## config.mk

```make
export PLATFORM = sky130hd
export DESIGN_NAME = pool2x2_writeback_flat
export DESIGN_NICKNAME = d
export VERILOG_FILES = /design/src/rtl/pool2x2_writeback_if.sv /design/src/rtl/pool2x2_writeback.sv /design/src/flat_wrapper.sv
export SDC_FILE = /design/constraint.sdc
export NUM_CORES = 1
export LEC_CHECK = 0
export ABC_CLOCK_PERIOD_IN_PS = 20000
export BUFFER_PORTS_ARGS = -buffer_cell sky130_fd_sc_hd__buf_4
export CORE_ASPECT_RATIO = 0.75
export CORE_MARGIN = 5
export CORE_UTILIZATION = 60
export CTS_BUF_LIST = sky130_fd_sc_hd__clkbuf_4
export DETAILED_ROUTE_END_ITERATION = 6
export PLACE_DENSITY_LB_ADDON = 0.12
export SKIP_CTS_REPAIR_TIMING = 1
export SYNTH_ARGS = -nofsm -noshare
export SYNTH_HDL_FRONTEND = slang
export SYNTH_SLANG_ARGS = --single-unit
```

## constraint.sdc

```tcl
create_clock -name clk -period 20 [get_ports clk]
set_input_delay 5 -clock clk [delete_from_list [all_inputs] [get_ports clk]]
set_output_delay 5 -clock clk [all_outputs]
set_load 0.02 [all_outputs]
```

## src/rtl/pool2x2_writeback_if.sv

```systemverilog
// Pixel-in / pooled-word-out bundle between the output stage, the pooling
// block and the writeback consumer.
interface pool2x2_writeback_if #(
  parameter int col     = 8,
  parameter int psum_bw = 16
);
  logic                     start;
  logic                     in_valid;
  logic [col*psum_bw-1:0]   in_data;
  logic                     out_valid;
  logic                     out_ready;
  logic [col*psum_bw-1:0]   out_data;
  logic                     frame_done;
  logic                     overflow;

  modport master (
    output start, in_valid, in_data, out_ready,
    input  out_valid, out_data, frame_done, overflow
  );

  modport slave (
    input  start, in_valid, in_data, out_ready,
    output out_valid, out_data, frame_done, overflow
  );
endinterface

```

## src/rtl/pool2x2_writeback.sv

```systemverilog
// 2x2 stride-2 signed max pooling over a raster pixel stream, one lane per
// channel, feeding a small valid/ready output FIFO.
module pool2x2_writeback #(
  parameter int col        = 8,
  parameter int psum_bw    = 16,
  parameter int fmap_w     = 4,
  parameter int fmap_h     = 4,
  parameter int fifo_depth = 4
) (
  input  logic               clk,
  input  logic               reset,
  pool2x2_writeback_if.slave bus
);
  localparam int W  = col * psum_bw;
  localparam int XW = (fmap_w > 1) ? $clog2(fmap_w) : 1;
  localparam int YW = (fmap_h > 1) ? $clog2(fmap_h) : 1;
  localparam int LW = (fmap_w / 2 > 1) ? $clog2(fmap_w / 2) : 1;
  localparam int PW = (fifo_depth > 1) ? $clog2(fifo_depth) : 1;
  localparam int CW = PW + 1;

  // Per-lane signed maximum; on a tie the first operand wins.
  function automatic logic [W-1:0] lane_max(input logic [W-1:0] a, input logic [W-1:0] b);
    logic [W-1:0]              res;
    logic signed [psum_bw-1:0] la;
    logic signed [psum_bw-1:0] lb;
    res = '0;
    for (int k = 0; k < col; k++) begin
      la = a[k*psum_bw +: psum_bw];
      lb = b[k*psum_bw +: psum_bw];
      res[k*psum_bw +: psum_bw] = (lb > la) ? lb : la;
    end
    return res;
  endfunction

  logic [XW-1:0] r_x;
  logic [YW-1:0] r_y;
  logic [W-1:0]  r_hreg;
  logic [W-1:0]  r_lbuf [0:(1<<LW)-1];
  logic [W-1:0]  r_mem  [0:(1<<PW)-1];
  logic [PW-1:0] r_wptr;
  logic [PW-1:0] r_rptr;
  logic [CW-1:0] r_cnt;
  logic          r_frame_done;
  logic          r_overflow;

  logic          w_acc;
  logic          w_xlast;
  logic          w_ylast;
  logic [LW-1:0] w_lidx;
  logic [W-1:0]  w_h;
  logic [W-1:0]  w_pool;
  logic          w_push;
  logic          w_valid;
  logic          w_pop;
  logic          w_full;
  logic          w_wr;

  // A pixel is only consumed when no clear (reset/start) is pending this cycle.
  assign w_acc   = bus.in_valid & ~bus.start & ~reset;
  assign w_xlast = (r_x == XW'(fmap_w - 1));
  assign w_ylast = (r_y == YW'(fmap_h - 1));
  assign w_lidx  = LW'(r_x >> 1);
  assign w_h     = lane_max(r_hreg, bus.in_data);
  assign w_pool  = lane_max(r_lbuf[w_lidx], w_h);
  assign w_push  = w_acc & r_x[0] & r_y[0];
  assign w_valid = (r_cnt != '0);
  assign w_pop   = w_valid & bus.out_ready;
  assign w_full  = (r_cnt == CW'(fifo_depth));
  // A full FIFO still accepts the push when the head leaves in the same cycle.
  assign w_wr    = w_push & (~w_full | w_pop);

  // Control state: raster counters, pair register, FIFO pointers and flags.
  always_ff @(posedge clk) begin
    if (reset || bus.start) begin
      r_x          <= '0;
      r_y          <= '0;
      r_hreg       <= '0;
      r_wptr       <= '0;
      r_rptr       <= '0;
      r_cnt        <= '0;
      r_frame_done <= 1'b0;
      r_overflow   <= 1'b0;
    end else begin
      r_frame_done <= w_acc & w_xlast & w_ylast;
      if (w_acc) begin
        if (!r_x[0]) r_hreg <= bus.in_data;
        if (w_xlast) begin
          r_x <= '0;
          r_y <= w_ylast ? '0 : r_y + 1'b1;
        end else begin
          r_x <= r_x + 1'b1;
        end
      end
      if (w_wr)  r_wptr <= r_wptr + 1'b1;
      if (w_pop) r_rptr <= r_rptr + 1'b1;
      case ({w_wr, w_pop})
        2'b10:   r_cnt <= r_cnt + 1'b1;
        2'b01:   r_cnt <= r_cnt - 1'b1;
        default: r_cnt <= r_cnt;
      endcase
      if (w_push && w_full && !w_pop) r_overflow <= 1'b1;
    end
  end

  // Data storage: even-row horizontal maxima and FIFO entries, no reset needed.
  always_ff @(posedge clk) begin
    if (w_acc && r_x[0] && !r_y[0]) r_lbuf[w_lidx] <= w_h;
    if (w_wr) r_mem[r_wptr] <= w_pool;
  end

  // Head word is forced to zero while the FIFO is empty, so reset clears it.
  assign bus.out_valid  = w_valid;
  assign bus.out_data   = w_valid ? r_mem[r_rptr] : '0;
  assign bus.frame_done = r_frame_done;
  assign bus.overflow   = r_overflow;
endmodule
```

## src/flat_wrapper.sv

```systemverilog
// flat-port wrapper written by rule: the top's interface ports become plain ports
module pool2x2_writeback_flat 
#(
  parameter int col        = 8,
  parameter int psum_bw    = 16,
  parameter int fmap_w     = 4,
  parameter int fmap_h     = 4,
  parameter int fifo_depth = 4
)
  (clk, reset, bus_start, bus_in_valid, bus_in_data, bus_out_ready, bus_out_valid, bus_out_data, bus_frame_done, bus_overflow);
  pool2x2_writeback_if #(.col(col), .psum_bw(psum_bw)) bus_i ();
  input  logic clk;
  input  logic reset;
  input wire logic [$bits(bus_i.start)-1:0] bus_start;
  input wire logic [$bits(bus_i.in_valid)-1:0] bus_in_valid;
  input wire logic [$bits(bus_i.in_data)-1:0] bus_in_data;
  input wire logic [$bits(bus_i.out_ready)-1:0] bus_out_ready;
  output wire logic [$bits(bus_i.out_valid)-1:0] bus_out_valid;
  output wire logic [$bits(bus_i.out_data)-1:0] bus_out_data;
  output wire logic [$bits(bus_i.frame_done)-1:0] bus_frame_done;
  output wire logic [$bits(bus_i.overflow)-1:0] bus_overflow;
  assign bus_i.start = bus_start;
  assign bus_i.in_valid = bus_in_valid;
  assign bus_i.in_data = bus_in_data;
  assign bus_i.out_ready = bus_out_ready;
  assign bus_out_valid = bus_i.out_valid;
  assign bus_out_data = bus_i.out_data;
  assign bus_frame_done = bus_i.frame_done;
  assign bus_overflow = bus_i.overflow;
  pool2x2_writeback #(.col(col), .psum_bw(psum_bw), .fmap_w(fmap_w), .fmap_h(fmap_h), .fifo_depth(fifo_depth)) u_core (.clk(clk), .reset(reset), .bus(bus_i));
endmodule
```

==> results of run 1 <==
[synthesized netlist by cell type, drive strengths merged (48+ instances only)]
| cell | number | share of area [%] |
|---|---|---|
| a21oi | 91 | 1.1 |
| and2 | 132 | 1.9 |
| buf | 48 | 0.56 |
| clkbuf | 88 | 0.77 |
| dfxtp | 144 | 6.7 |
| edfxtp | 768 | 54 |
| ha | 262 | 7.6 |
| inv | 269 | 2.3 |
| mux2 | 52 | 1.4 |
| mux2i | 325 | 7.6 |
| mux4 | 128 | 6.7 |
| nand2 | 205 | 1.8 |
| nand4 | 49 | 0.71 |
| nor2 | 62 | 0.54 |
| o21ai | 61 | 0.72 |
| o31ai | 122 | 2.1 |
[final cells by class]
type,count,area (um2),area share (%)
Sequential cell,912,26000,53.1
Multi-Input combinational cell,1704,15600,31.9
Clock buffer,340,2550,5.22
Timing Repair Buffer,292,2190,4.48
Tap cell,957,1200,2.45
Inverter,269,1010,2.06
Clock inverter,64,398,0.813
Antenna cell,7,17.5,0.0358
[power by group through the flow]
stage	sequential [W]	clock, W	combinational [W]
detailed placement	0.00217	0	0.000398
CTS	0.00213	0.00161	0.000400
global route	0.00213	0.00172	0.000445
finish	0.00213	0.00157	0.000404
floorplan	0.00217	0	0.000276
global placement	0.00217	0	0.000377
[path summary, 6_finish.rpt]
check,start,to,slack [ns]
worst max-delay path,bus_in_data[47],u_core.r_mem[2][38],10.67
worst max register to register,register,u_core.r_mem[2][23],14.38
worst min register to register,u_core.r_y[1],u_core.r_y[1],0.49
worst min-delay path,u_core.r_y[1],u_core.r_y[1],0.49
[tightest hold or removal path, cell delays in order (launching register included)]
cell	delay, ns
dfxtp_1	0.32
nand2_1	0.06
a21oi_1	0.06
[flip-flops by register name (all words and copies together) (netlist names), 2 cells and up, named ones only]
signal,cells
u_core.r_mem,512
u_core.r_lbuf,256
u_core.r_hreg,128
u_core.r_cnt,3
u_core.r_rptr,2
u_core.r_wptr,2
u_core.r_x,2
u_core.r_y,2
[logic make-up after synthesis]
group                    after synthesis  share of synthesized area [%]
flip-flops                           912                           60.2
multiplexers                         505                           15.7
AND/OR/NAND/NOR                      539                           6.36
buffers and inverters                405                           3.67
XOR/XNOR                               5                          0.102
adder cells (fa/ha/maj)              263                           7.66
AO/OA/AOI/OAI                        392                           6.23
[through the flow]
stage / instances / total power, W / instance area [um2] / hold slack (ns) / worst slack [ns]
floorplan: 3021 / 0.00244 / 43100 / 0.440 / 4.36
global placement: 4134 / 0.00254 / 46000 / 0.445 / 9.79
detailed placement: 4134 / 0.00257 / 46000 / 0.475 / 9.67
CTS: 4538 / 0.00414 / 48900 / 0.484 / 10.61
global route: 4541 / 0.00429 / 48900 / 0.509 / 10.43
finish: 4545 / 0.00410 / 48900 / 0.486 / 10.67
[placed cells by master (no fill, tap or decap), drive strengths merged, types with 14 or more instances in the layout]
master and count:
a21o 14, a21oi 91, a221o 16, and2 132
buf 292, clkbuf 340, clkinv 53, dfxtp 144
edfxtp 768, ha 262, inv 272, mux2 52
mux2i 325, mux4 128, nand2 205, nand3 16
nand4 49, nor2 62, nor2b 18, o21ai 61
o31a 15, o31ai 122
[layer usage]
layer | up-vias | GRT usage, % | routed length [um]
li1 | 12400 | - | -
met1 | 13200 | 33.6 | 41800
met2 | 833 | 39.6 | 45800
met3 | 178 | 5.15 | 6460
met4 | 2 | 9.69 | 2720
met5 | - | 0 | 13
==> metrics.yaml, run 1 <==
worst-path-buf-inv: 1
rows: 85
worst-path-stages: 16
wl_per_cell_um: 21.3
clkPwrFrac_pct: 38.3
power_leakage_nw: 18.3
drv_cap: 0
synth_cells: 3021
setup_viol: 0
fin_crit_ns: 9.33
die_h_um: 242
ant_nets: 0
cts_buffer_depth: 3
place.port_buffers: 263
syn_nets: 3417
ys.flop_type: "edfxtp_1"
internal_power_w: 0.00311
r2r_cells: 11
maxSlewHeadroom_pct: 13.1
grt.overflow.total: 0
fillers: 5104
min_path_cells: 2
synth_edf_count: 768
grt_pass1_vias: 27700
wirelength_um: 96800
layout.nets: 3792
groute.usage.overall_pct: 24.7
cts_tree: "done"
grt_start_max_net_pins: 103
die_x_um: 319
syn2layout_area_growth_pct: 13.6
seqPwrFrac_pct: 51.9
post-route-util_pct: 68.5
setup_tns_ns: 0
path_common_cell: "ha_1"
run_status: "complete, no violations"
yosysWarnings: 0
async_reset_ff_share_pct: 0
critical_path.max_stage_delay_ns: 0.90
cts_inserted_buffers: 217
switching_share_pct: 24.1
antenna_found_initial: 6
fmax_mhz: 107
grt_pass1_wl_um: 151000
slew_violations: 0
worst-setup-path-type: "primary input to register"
via_count: 26600
firstDrtPassIters: 5
start_kind: "primary input"
insertion_delay_ns: 1.03
cts.sinks: 912
drt_iter0_drc: 1810
avgViaCountPerCell: 5.85
cp_slowest_cell: "a211oi_4"
dieArea_um2: 77300
initial_core_util_pct: 60.3
crit_family: "compound AO/OA/AOI/OAI gates"
worst_clock_skew_ns: 0.0499
hp-class: "register to register"
cts.clk_slew.worst_paths_ns: 0.06
hpwl_um: 61700
worstMarginPinSlew_ns: 1.30
htreeDepth: 4
netlist_area_um2: 43100
finalHoldViolCount: 0
p_per_area_nw_per_um2: 83.8
crit_chain: "buf_4 -> ha_1 -> and4_4 -> nand2_2 -> a211o_1 -> nor4bb_4 -> a211oi_4 -> mux2_2 -> ha_1 -> nor2b_1 -> o211ai_1 -> a21oi_1 -> a2111oi_0 -> o221a_2 -> o21ai_0 -> o31a_1"
ys_seq_area_share_pct: 60.2
synth-seq-cells: 912
power_switching_w: 0.000987
post-route-period-util_pct: 46.6
syn_avg_cell_area_um2: 14.3
ir_worst_vdd_uv: 51.4
rsz0062_at_grt: "false"
core_um2: 71500
worstPathArrival_ns: 10.08
end_kind: "register"
drive_above_1_share_pct: 24.2
synth_cell_type_count: 74
place.gp.congestion: 0.853
io_pins: 264
crit_required_ns: 20.75
route.detailed.drc: 0
comb_power_share_pct: 9.9
critPathMaxFanout: 31
ctsRootBufferMaster: "clkbuf_4"
(Power assumes the default switching activity.)
==> inputs of run 2 (changes only) <==
Settings changed: ABC_CLOCK_PERIOD_IN_PS 20000 to 9200.
Clock period 20 ns to 9.2 ns, I/O delays scaled along.
==> run 2 against run 1 <==
Combinational power rose by 120%. Cell area rose by 0.22%. Die area did not move. Register-to-register slack got worse by 11 ns. Worst hold slack improved by 0.0042 ns. Via count rose by 0.25%. Largest power group unchanged.
==> metrics.yaml, run 2 (synthesized netlist as in run 1, its figures left out) <==
reg2reg_slack_ns: 3.39  # -10.99 ns
worst_clock_skew_ns: 0.0779  # +0.0280 ns
r2r_cells: 16  # +5
worstMarginPinSlew_ns: 1.37  # +0.0645 ns
hp-class: "register to register"
top_register: "u_core.r_mem"
setup_viol: 0  # unchanged
reg2reg_to: "u_core.r_mem[1][121]"
final_common_cell: "edfxtp_1"
drt_iter0_drc: 2126  # +17%
drv_cap: 0  # unchanged
fin_crit_ns: 6.74
rows: 85  # unchanged
via_count: 26700  # +0.25%
ant_nets: 0  # unchanged
antenna_found_initial: 6  # unchanged
end_kind: "register"
groute.usage.overall_pct: 25.1  # +0.41 points
power_leakage_nw: 18.4  # +0.36%
top_regs: "u_core.r_mem (512), u_core.r_lbuf (256), u_core.r_hreg (128)"
finalHoldViolCount: 0  # unchanged
wirelength_um: 97500  # +0.74%
core_um2: 71500  # unchanged
wl_met3_um: 6750  # +4.5%
dp.cells: 4138  # +0.097%
largest_register_ffs: 512  # unchanged
crit_required_ns: 9.89  # -10.86 ns
critPathMaxFanout: 16  # -48%
die_h_um: 242  # unchanged
crit_path_start: "bus_in_data[113]"
p_per_area_nw_per_um2: 183  # +120%
wl_met2_um: 46500  # +1.6%
setup_tns_ns: 0  # unchanged
wl_per_cell_um: 21.5  # +0.76%
io_pins: 264  # unchanged
syn2layout_area_growth_pct: 13.9
final_cells: 4544  # -0.022%
run_status: "complete, no violations"
ir_worst_vdd_uv: 101  # +97%
avgViaCountPerCell: 5.87  # +0.27%
endpoint: "u_core.r_mem[1][121]"
place.port_buffers: 263  # unchanged
cts.clk_slew.worst_paths_ns: 0.06  # about the same
grt_start_max_net_pins: 89  # -14%
multi_input_comb_area_um2: 15600  # about the same
regArea_um2: 26000  # unchanged
grt_pass1_wl_um: 153000  # +1.7%
firstDrtPassIters: 5  # unchanged
maxSlewHeadroom_pct: 8.76  # -4.3 points
grt.overflow.total: 0  # unchanged
die_x_um: 319  # unchanged
fmax_mhz: 148
worstPathArrival_ns: 7.43  # -2.65 ns
post_dp_cell_area_um2: 46000  # +0.17%
post-route-util_pct: 68.6  # +0.15 points
slew_violations: 0  # unchanged
place.gp.congestion: 0.844  # -1.0%
stdcell_area_um2: 49000  # +0.22%
final_cell_mix: "edfxtp_1 (768), clkbuf_4 (350), mux2i_1 (323)"
cts.sinks: 912  # unchanged
dieArea_um2: 77300  # unchanged
cts_inserted_buffers: 215  # -0.92%
worst-setup-path-type: "primary input to register"
cts_tree: "done"
insertion_delay_ns: 1.07  # +0.04 ns
drive_above_1_share_pct: 24.7  # +0.52 points
initial_core_util_pct: 60.3  # unchanged
start_kind: "primary input"
drt-met1-wl_um: 42200  # +0.81%
layout.nets: 3794  # +0.053%
fillers: 5034  # -1.4%
post-route-period-util_pct: 73.3
hpwl_um: 62500  # +1.3%
htreeDepth: 4  # unchanged
grt_pass1_vias: 27800  # +0.25%
rsz0062_at_grt: "false"
highest_layer: "met5"
rr_startpoint: "u_core.r_hreg[113]"
cts_buffer_depth: 3  # unchanged
ctsRootBufferMaster: "clkbuf_4"
route.detailed.drc: 0  # unchanged
==> run 2: critical path, stage by stage <==
cell and delay [ns]:
buf_4 0.12, ha_1 0.30, nor2b_1 0.13, o211ai_1 0.12, a2111o_1 0.39, a21oi_1 0.12, or3_1 0.78, mux2i_1 0.32
inv_1 0.12, ha_1 0.30, a211oi_1 0.34, o21ai_0 0.20, nor4_1 0.38, nor2_1 0.10, o21ai_2 1.06, mux2i_1 0.33
==> run 2: per-stage QoR <==
| stage | power, W | worst slack (ns) | hold slack [ns] |
|---|---|---|---|
| 6_report | 0.00896 | 2.46 | 0.490 |
| 5_1_grt | 0.00938 | 2.29 | 0.516 |
| 4_1_cts | 0.00903 | 2.64 | 0.489 |
| 3_5_place_dp | 0.00558 | 1.51 | 0.479 |
| 3_3_place_gp | 0.00553 | 1.83 | 0.446 |
| 2_1_floorplan | 0.00531 | 0.799 | 0.440 |
==> run 2: cell type report <==
class	instances	area share (%)
diodes	5	0.0255
inverters	269	2.06
repair buffers	296	4.61
clock buffers	350	5.36
flip-flops and latches	912	52.9
clock inverters	51	0.722
multi-input cells	1704	31.8
well taps	957	2.44
==> run 2: layer usage <==
metal  global-route usage, %  vias up
li1                        -    12400
met1                    34.3    13200
met2                    40.7      873
met3                    5.89      172
met4                    7.63        2
met5                       0        -
==> run 2: how the worst min path moves through the flow <==
stage                           start                end  slack, ns  cells past startpoint
floorplan               u_core.r_y[1]      u_core.r_y[1]       0.44                      2
global placement        u_core.r_y[1]      u_core.r_y[1]       0.45                      2
detailed placement  u_core.r_hreg[99]  u_core.r_hreg[99]       0.48                      2
CTS                 u_core.r_hreg[16]  u_core.r_hreg[16]       0.49                      2
global route            u_core.r_y[1]      u_core.r_y[1]       0.52                      2
finish                  u_core.r_y[1]      u_core.r_y[1]       0.49                      2
==> run 2: where the power goes <==
| group | switching, W | internal [W] |
|---|---|---|
| clock network | 0.00160 | 0.00186 |
| logic | 0.000544 | 0.000335 |
| registers | 0.0000139 | 0.00461 |
